File: config.mk
export PLATFORM = sky130hd
export DESIGN_NAME = store_buffer
export DESIGN_NICKNAME = d
export VERILOG_FILES = /design/src/rtl/store_buffer_pkg.sv /design/src/rtl/store_buffer_fwd.sv /design/src/rtl/store_buffer.sv
export SDC_FILE = /design/constraint.sdc
export NUM_CORES = 1
export LEC_CHECK = 0
export BUFFER_PORTS_ARGS = -buffer_cell sky130_fd_sc_hd__buf_2
export CAP_MARGIN = 15
export CORE_UTILIZATION = 60
export DETAILED_ROUTE_END_ITERATION = 7
export HOLD_SLACK_MARGIN = 0.06
export PLACE_DENSITY = 0.79
export SLEW_MARGIN = 25
export SYNTH_ARGS = -nofsm -noshare
export SYNTH_HDL_FRONTEND = slang
export SYNTH_SLANG_ARGS = --single-unit
File: constraint.sdc
create_clock -name clk -period 11.9 [get_ports clk]
set_input_delay 1.19 -clock clk [delete_from_list [all_inputs] [get_ports clk]]
set_output_delay 1.19 -clock clk [all_outputs]
set_load 0.01 [all_outputs]
File: src/rtl/store_buffer_pkg.sv
// Shared definitions for the store buffer: store funct3 codes, default depth
// and the layout of one buffered store entry.
package store_buffer_pkg;

    localparam logic [2:0] FUNCT3_SB = 3'b000;
    localparam logic [2:0] FUNCT3_SH = 3'b001;
    localparam logic [2:0] FUNCT3_SW = 3'b010;

    localparam int SB_DEPTH_DEFAULT = 4;

    // One buffered store: word address, lane-positioned data, byte strobes.
    // The valid bit lives in a separate vector so that only it needs reset.
    typedef struct packed {
        logic [29:0] waddr;
        logic [31:0] data;
        logic [3:0]  strb;
    } sb_entry_t;

endpackage

File: src/rtl/store_buffer_fwd.sv
// Load forwarding: merges buffered store bytes over the RAM read word.
// For every byte lane the youngest valid matching entry wins.
module store_buffer_fwd
    import store_buffer_pkg::*;
#(
    parameter int DEPTH = SB_DEPTH_DEFAULT
)
(
    input  sb_entry_t                  entries [DEPTH],
    input  logic [DEPTH-1:0]           entry_valid,
    input  logic [$clog2(DEPTH)-1:0]   head,
    input  logic [29:0]                word_addr,
    input  logic [31:0]                ram_rdata,
    output logic [31:0]                fwd_data
);

    localparam int PTR_W = $clog2(DEPTH);

    logic [PTR_W-1:0] idx;

    // Walk entries oldest to youngest so a younger match overwrites an older one.
    always_comb begin
        fwd_data = ram_rdata;
        idx      = '0;
        for (int i = 0; i < DEPTH; i++) begin
            idx = head + PTR_W'(i);
            if (entry_valid[idx] && (entries[idx].waddr == word_addr)) begin
                for (int k = 0; k < 4; k++) begin
                    if (entries[idx].strb[k]) begin
                        fwd_data[8*k +: 8] = entries[idx].data[8*k +: 8];
                    end
                end
            end
        end
    end

endmodule

File: src/rtl/store_buffer.sv
// Store buffer between the MEM stage and the data RAM. Accepted stores are
// queued in a circular FIFO and drained one per ram_wready; loads see the
// buffered bytes merged over the RAM word.
// Handshake: ram_wreq is held with stable head address/data/strobe until a
// cycle where ram_wreq and ram_wready are both 1; the head retires on that edge.
module store_buffer
    import store_buffer_pkg::*;
#(
    parameter int DEPTH = SB_DEPTH_DEFAULT
)
(
    input  logic        clk,
    input  logic        rst,
    input  logic        ram_write,
    input  logic [2:0]  write_type,
    input  logic [31:0] mem_addr,
    input  logic [31:0] mem_write_data,
    input  logic        mem_read,
    output logic [31:0] mem_read_data,
    output logic        stall,
    output logic        misaligned,
    output logic        empty,
    output logic [31:0] ram_raddr,
    input  logic [31:0] ram_rdata,
    output logic        ram_wreq,
    output logic [31:0] ram_waddr,
    output logic [31:0] ram_wdata,
    output logic [3:0]  ram_wstrb,
    input  logic        ram_wready
);

    localparam int PTR_W = $clog2(DEPTH);
    localparam int CNT_W = $clog2(DEPTH + 1);

    sb_entry_t        entries [DEPTH];
    logic [DEPTH-1:0] entry_valid;
    logic [PTR_W-1:0] head;
    logic [PTR_W-1:0] tail;
    logic [CNT_W-1:0] count;

    logic      is_sb, is_sh, is_sw, is_store, addr_bad, full, enq, deq;
    sb_entry_t new_entry;
    logic [31:0] fwd_data;

    // Qualify the incoming store: width decode, alignment and capacity.
    always_comb begin
        is_sb      = (write_type == FUNCT3_SB);
        is_sh      = (write_type == FUNCT3_SH);
        is_sw      = (write_type == FUNCT3_SW);
        is_store   = ram_write && (is_sb || is_sh || is_sw);
        addr_bad   = (is_sh && mem_addr[0]) || (is_sw && (mem_addr[1:0] != 2'b00));
        full       = (count == CNT_W'(DEPTH));
        misaligned = rst && is_store && addr_bad;
        stall      = rst && is_store && !addr_bad && full;
        enq        = is_store && !addr_bad && !full;
        deq        = (count != '0) && ram_wready;
    end

    // Position store data on byte lanes and build the matching strobe.
    always_comb begin
        new_entry.waddr = mem_addr[31:2];
        new_entry.data  = mem_write_data;
        new_entry.strb  = 4'b1111;
        if (is_sb) begin
            new_entry.data = {4{mem_write_data[7:0]}};
            new_entry.strb = 4'b0001 << mem_addr[1:0];
        end else if (is_sh) begin
            new_entry.data = {2{mem_write_data[15:0]}};
            new_entry.strb = mem_addr[1] ? 4'b1100 : 4'b0011;
        end
    end

    // Entry payload storage; contents are qualified by entry_valid, so no reset.
    always_ff @(posedge clk) begin
        if (enq) begin
            entries[tail] <= new_entry;
        end
    end

    // FIFO pointers, occupancy and valid bits; reset discards pending stores.
    always_ff @(posedge clk or negedge rst) begin
        if (!rst) begin
            head        <= '0;
            tail        <= '0;
            count       <= '0;
            entry_valid <= '0;
        end else begin
            if (enq) begin
                tail              <= tail + PTR_W'(1);
                entry_valid[tail] <= 1'b1;
            end
            if (deq) begin
                head              <= head + PTR_W'(1);
                entry_valid[head] <= 1'b0;
            end
            case ({enq, deq})
                2'b10:   count <= count + CNT_W'(1);
                2'b01:   count <= count - CNT_W'(1);
                default: count <= count;
            endcase
        end
    end

    // RAM-side and status outputs.
    always_comb begin
        ram_wreq      = (count != '0);
        empty         = (count == '0);
        ram_waddr     = {entries[head].waddr, 2'b00};
        ram_wdata     = entries[head].data;
        ram_wstrb     = entries[head].strb;
        ram_raddr     = {mem_addr[31:2], 2'b00};
        mem_read_data = mem_read ? fwd_data : 32'h0;
    end

    store_buffer_fwd #(.DEPTH(DEPTH)) u_fwd (
        .entries     (entries),
        .entry_valid (entry_valid),
        .head        (head),
        .word_addr   (mem_addr[31:2]),
        .ram_rdata   (ram_rdata),
        .fwd_data    (fwd_data)
    );

endmodule
==> results.md <==
- Placement Cell Area: 0.0205 sq mm
- First-pass GRT wire length: 80500 microns
- Rel. slew slack: between 20% and 30%
- Post-route total power: 0.00513 W
- Launch point of the worst reg-to-reg path: count[0]$_DFFE_PN0P_
- Signed area change from the synthesized netlist to the final layout: 10.2%
- GP Congestion: roughly 0.92
- Startpoint of the tightest hold check path: count[2]$_DFFE_PN0P_
- Final net count: around 1600
- Post-detailed-route via-to-cell ratio: 7.35
- CP max-delay cell: sky130_fd_sc_hd__ha_4
- Max Fanout on Critical Path: 104
- Fraction of the mapped netlist area in simple logic gates: 4.78%
- Type of the most critical hold path: register to register
- Worst EP arrival: 6110 ps
- Final cell utilization of the core: roughly two thirds
- Vertical die dimension: around 180 microns
- Setup crit end kind: output port
- Overall fraction of global-route tracks in use: 32.0%
- Worst-margin pin slew: 1060 ps
- CTS clock-pin slew for the worst setup and hold paths: ~50 ps
- Most instantiated library cell after synthesis: sky130_fd_sc_hd__edfxtp_1
- Number of placement rows: 65
- Pwr Density: approximately 240 mW/mm^2
- DR WL/cell: 27.7 microns
- Yosys top cell area share: between 40% and 50%
- Ys async rst share: under 10%
- Post-Synthesis Mean Instance Area: between 10 and 15 sq um
- Number of nets with antenna violations after routing: 0
- Antenna violations before repair: 1
- Commonest cells in the netlist: sky130_fd_sc_hd__edfxtp_1 (264), sky130_fd_sc_hd__mux4_2 (245), sky130_fd_sc_hd__xnor2_1 (91)
- Area contributors post-synth: sky130_fd_sc_hd__edfxtp_1 (40%), sky130_fd_sc_hd__mux4_2 (28%), sky130_fd_sc_hd__xnor2_1 (4.1%)
- Number of pins with negative max-slew slack in the final report: 0
- Compound-Gate Fraction of Synth Area: under 10%
- Die width: 183 microns
- Maximum clock insertion buffer count: 3
- Critical-path cell list: inv_2, ha_4, buf_12, mux4_2, xnor2_1, nand4_1, a2111oi_4, nand3_2, o32ai_1, o21ai_1, a31oi_1, buf_2
- Share of synthesized area occupied by flip-flops and latches: about two fifths
- Mux contribution to synthesized area: 32.5%
- H-tree levels: 2
- Root buf cell: sky130_fd_sc_hd__clkbuf_16
- Remaining routing DRC violations: 0
- Post-synthesis share of cell area spent on full adders, half adders and majority gates: 0.674%
- Library cells used by synthesis: 63
- Number of global-route vias before repair: about 14000
- Maximum number of pins on one net before global-route repair: 150
- Final hold vios: 0
- Max-cap viol count: 0
- Endpoints failing setup: 0
- Slowest stage delay, CP: roughly 760 ps
- Clock buffer count from CTS: 34
- Number of buffer and inverter stages on the critical path: 3
- Total number of clock tree sinks: between 200 and 300
- Post-synthesis cell area: ~0.020 sq mm
- Source-to-sink clock delay at the later pin of the worst-skew pair: roughly 500 ps
- Largest family of logic cells by synthesized area: multiplexers
- Number of I/O port buffers: ~240
- Post-Syn Instances: between 1000 and 1500
- Die footprint: around 0.034 sq mm
- Core area: 0.0319 sq mm
- Minimum period implied by the final worst setup slack: about 7300 ps
- I/O pin count: 240
- Final worst path period share: about three fifths
- Effective utilization at floorplan: around three fifths
- Outcome: complete, no violations
- Detailed router's first-iteration violation count: 1917
- Post-Route WL: 53300 microns
- Total number of yosys warnings: 0
- Most area-hungry cell type in the Yosys netlist: sky130_fd_sc_hd__edfxtp_1
- Worst hold slack: 491 ps
- RSZ-0062 raised after global routing: false
- Critical path startpoint: head[0]$_DFFE_PN0P_
- Number of enable flip-flop cells after synthesis: 264
- Category of the most critical setup path: register to output port
- Leak: 7.19 nW
- Synthesized-area fraction occupied by xor and xnor cells: 5.08%
- Vias: around 14000
- HPWL after detailed placement: between 30000 and 40000 microns
- Top delay family on crit path: compound AO/OA/AOI/OAI gates
- Peak VDD IR: around 0.28 mV
- CTS-repair resized insts: 0
- Total negative setup slack: 0 ps
- Global route total overflow: 0
- Register bit count reported by yosys: around 280
- Final non-filler cell area: between 0.02 and 0.025 sq mm
- Required time reported for the critical path endpoint: approximately 11000 ps
- Share of cells above drive strength 1: 39.6%
- CTS tree: built
- First-pass detailed-route iteration total: 7
- Hold-fix buffers, CTS: 0
- Worst clock skew: 9.26 ps
- Top achievable clock speed: roughly 140 MHz
- Category of the worst setup path launch point: register
- Post-CTS setup-driven buffer insertion count: 0
- Most frequently used flop master after synthesis: sky130_fd_sc_hd__edfxtp_1
-- layout make-up --
cell class / count / area [sq um]
clock buffers: 43 / 948
well taps: 435 / 544
repair buffers: 252 / 1350
multi-input cells: 890 / 10400
flip-flops and latches: 275 / 8210
fillers: 2179 / 10200
diodes: 1 / 2.50
inverters: 14 / 52.6
clock inverters: 16 / 190
-- routing by layer --
layer | track usage, % | part of all wire [%]
met2 | 49.5 | 47
met5 | 0 | 0
met3 | 6.57 | 13
met1 | 45.5 | 36
met4 | 11.1 | 3.6
-- worst reg2reg max path, cell delays in order, from the launching register on --
cell and delay (ps):
sky130_fd_sc_hd__dfrtp_1 370, sky130_fd_sc_hd__inv_1 80, sky130_fd_sc_hd__nand3_1 90, sky130_fd_sc_hd__and3_1 340, sky130_fd_sc_hd__and2_4 600, sky130_fd_sc_hd__buf_4 640
-- path summary, 6_finish.rpt --
check	cells past startpoint	end	slack, ps
min in group asynchronous	1	head[1]$_DFFE_PN0P_	560
worst min-delay path	1	count[2]$_DFFE_PN0P_	490
worst max register to register	5	entries[20]$_DFFE_PP_	9390
worst max-delay path	12	mem_read_data[23]	4600
worst min register to register	1	count[2]$_DFFE_PN0P_	490
max in group asynchronous	1	head[0]$_DFFE_PN0P_	11080
-- state kept, by name (all words and copies together), names as in the netlist --
signal       count
count            3
entries        264
tail             2
entry_valid      4
head             2
-- cells in the final DEF, fill, tap and decap left out, types with 20 or more instances in the layout --
cell                        instances
sky130_fd_sc_hd__o21ai_1           33
sky130_fd_sc_hd__nand2_1           46
sky130_fd_sc_hd__a31oi_1           32
sky130_fd_sc_hd__a21boi_0          28
sky130_fd_sc_hd__edfxtp_1         264
sky130_fd_sc_hd__mux4_2           245
sky130_fd_sc_hd__nand3_1           43
sky130_fd_sc_hd__o21ai_0           48
sky130_fd_sc_hd__o31a_1            32
sky130_fd_sc_hd__o32ai_1           33
sky130_fd_sc_hd__xnor2_1           91
sky130_fd_sc_hd__nand4_1           20
sky130_fd_sc_hd__clkbuf_16         37
sky130_fd_sc_hd__xor2_1            23
sky130_fd_sc_hd__mux2i_1           64
sky130_fd_sc_hd__buf_2            235
-- per-stage QoR --
stage / setup slack (ps) / instances
finish: 4600 / 1926
global placement: 5080 / 1865
detailed placement: 4910 / 1865
CTS: 4380 / 1924
floorplan: 6020 / 1350
global route: 4440 / 1926
-- cell families after synthesis --
family	count (synthesis)
muxes	329
and+or+nand+nor	171
AOI/OAI and AO/OA	262
other	1
xor gates and xnor gates	114
DFF	275
buffers and inverters	185
adders and majority gates	10
-- report_power, final --
| part | internal [W] | switching (W) |
|---|---|---|
| Combinational | 0.00140 | 0.00145 |
| Sequential | 0.00116 | 0.0000791 |
| Clock | 0.000651 | 0.000405 |
| Total | 0.00320 | 0.00193 |
No activity file was read; power rests on OpenSTA's default activity.
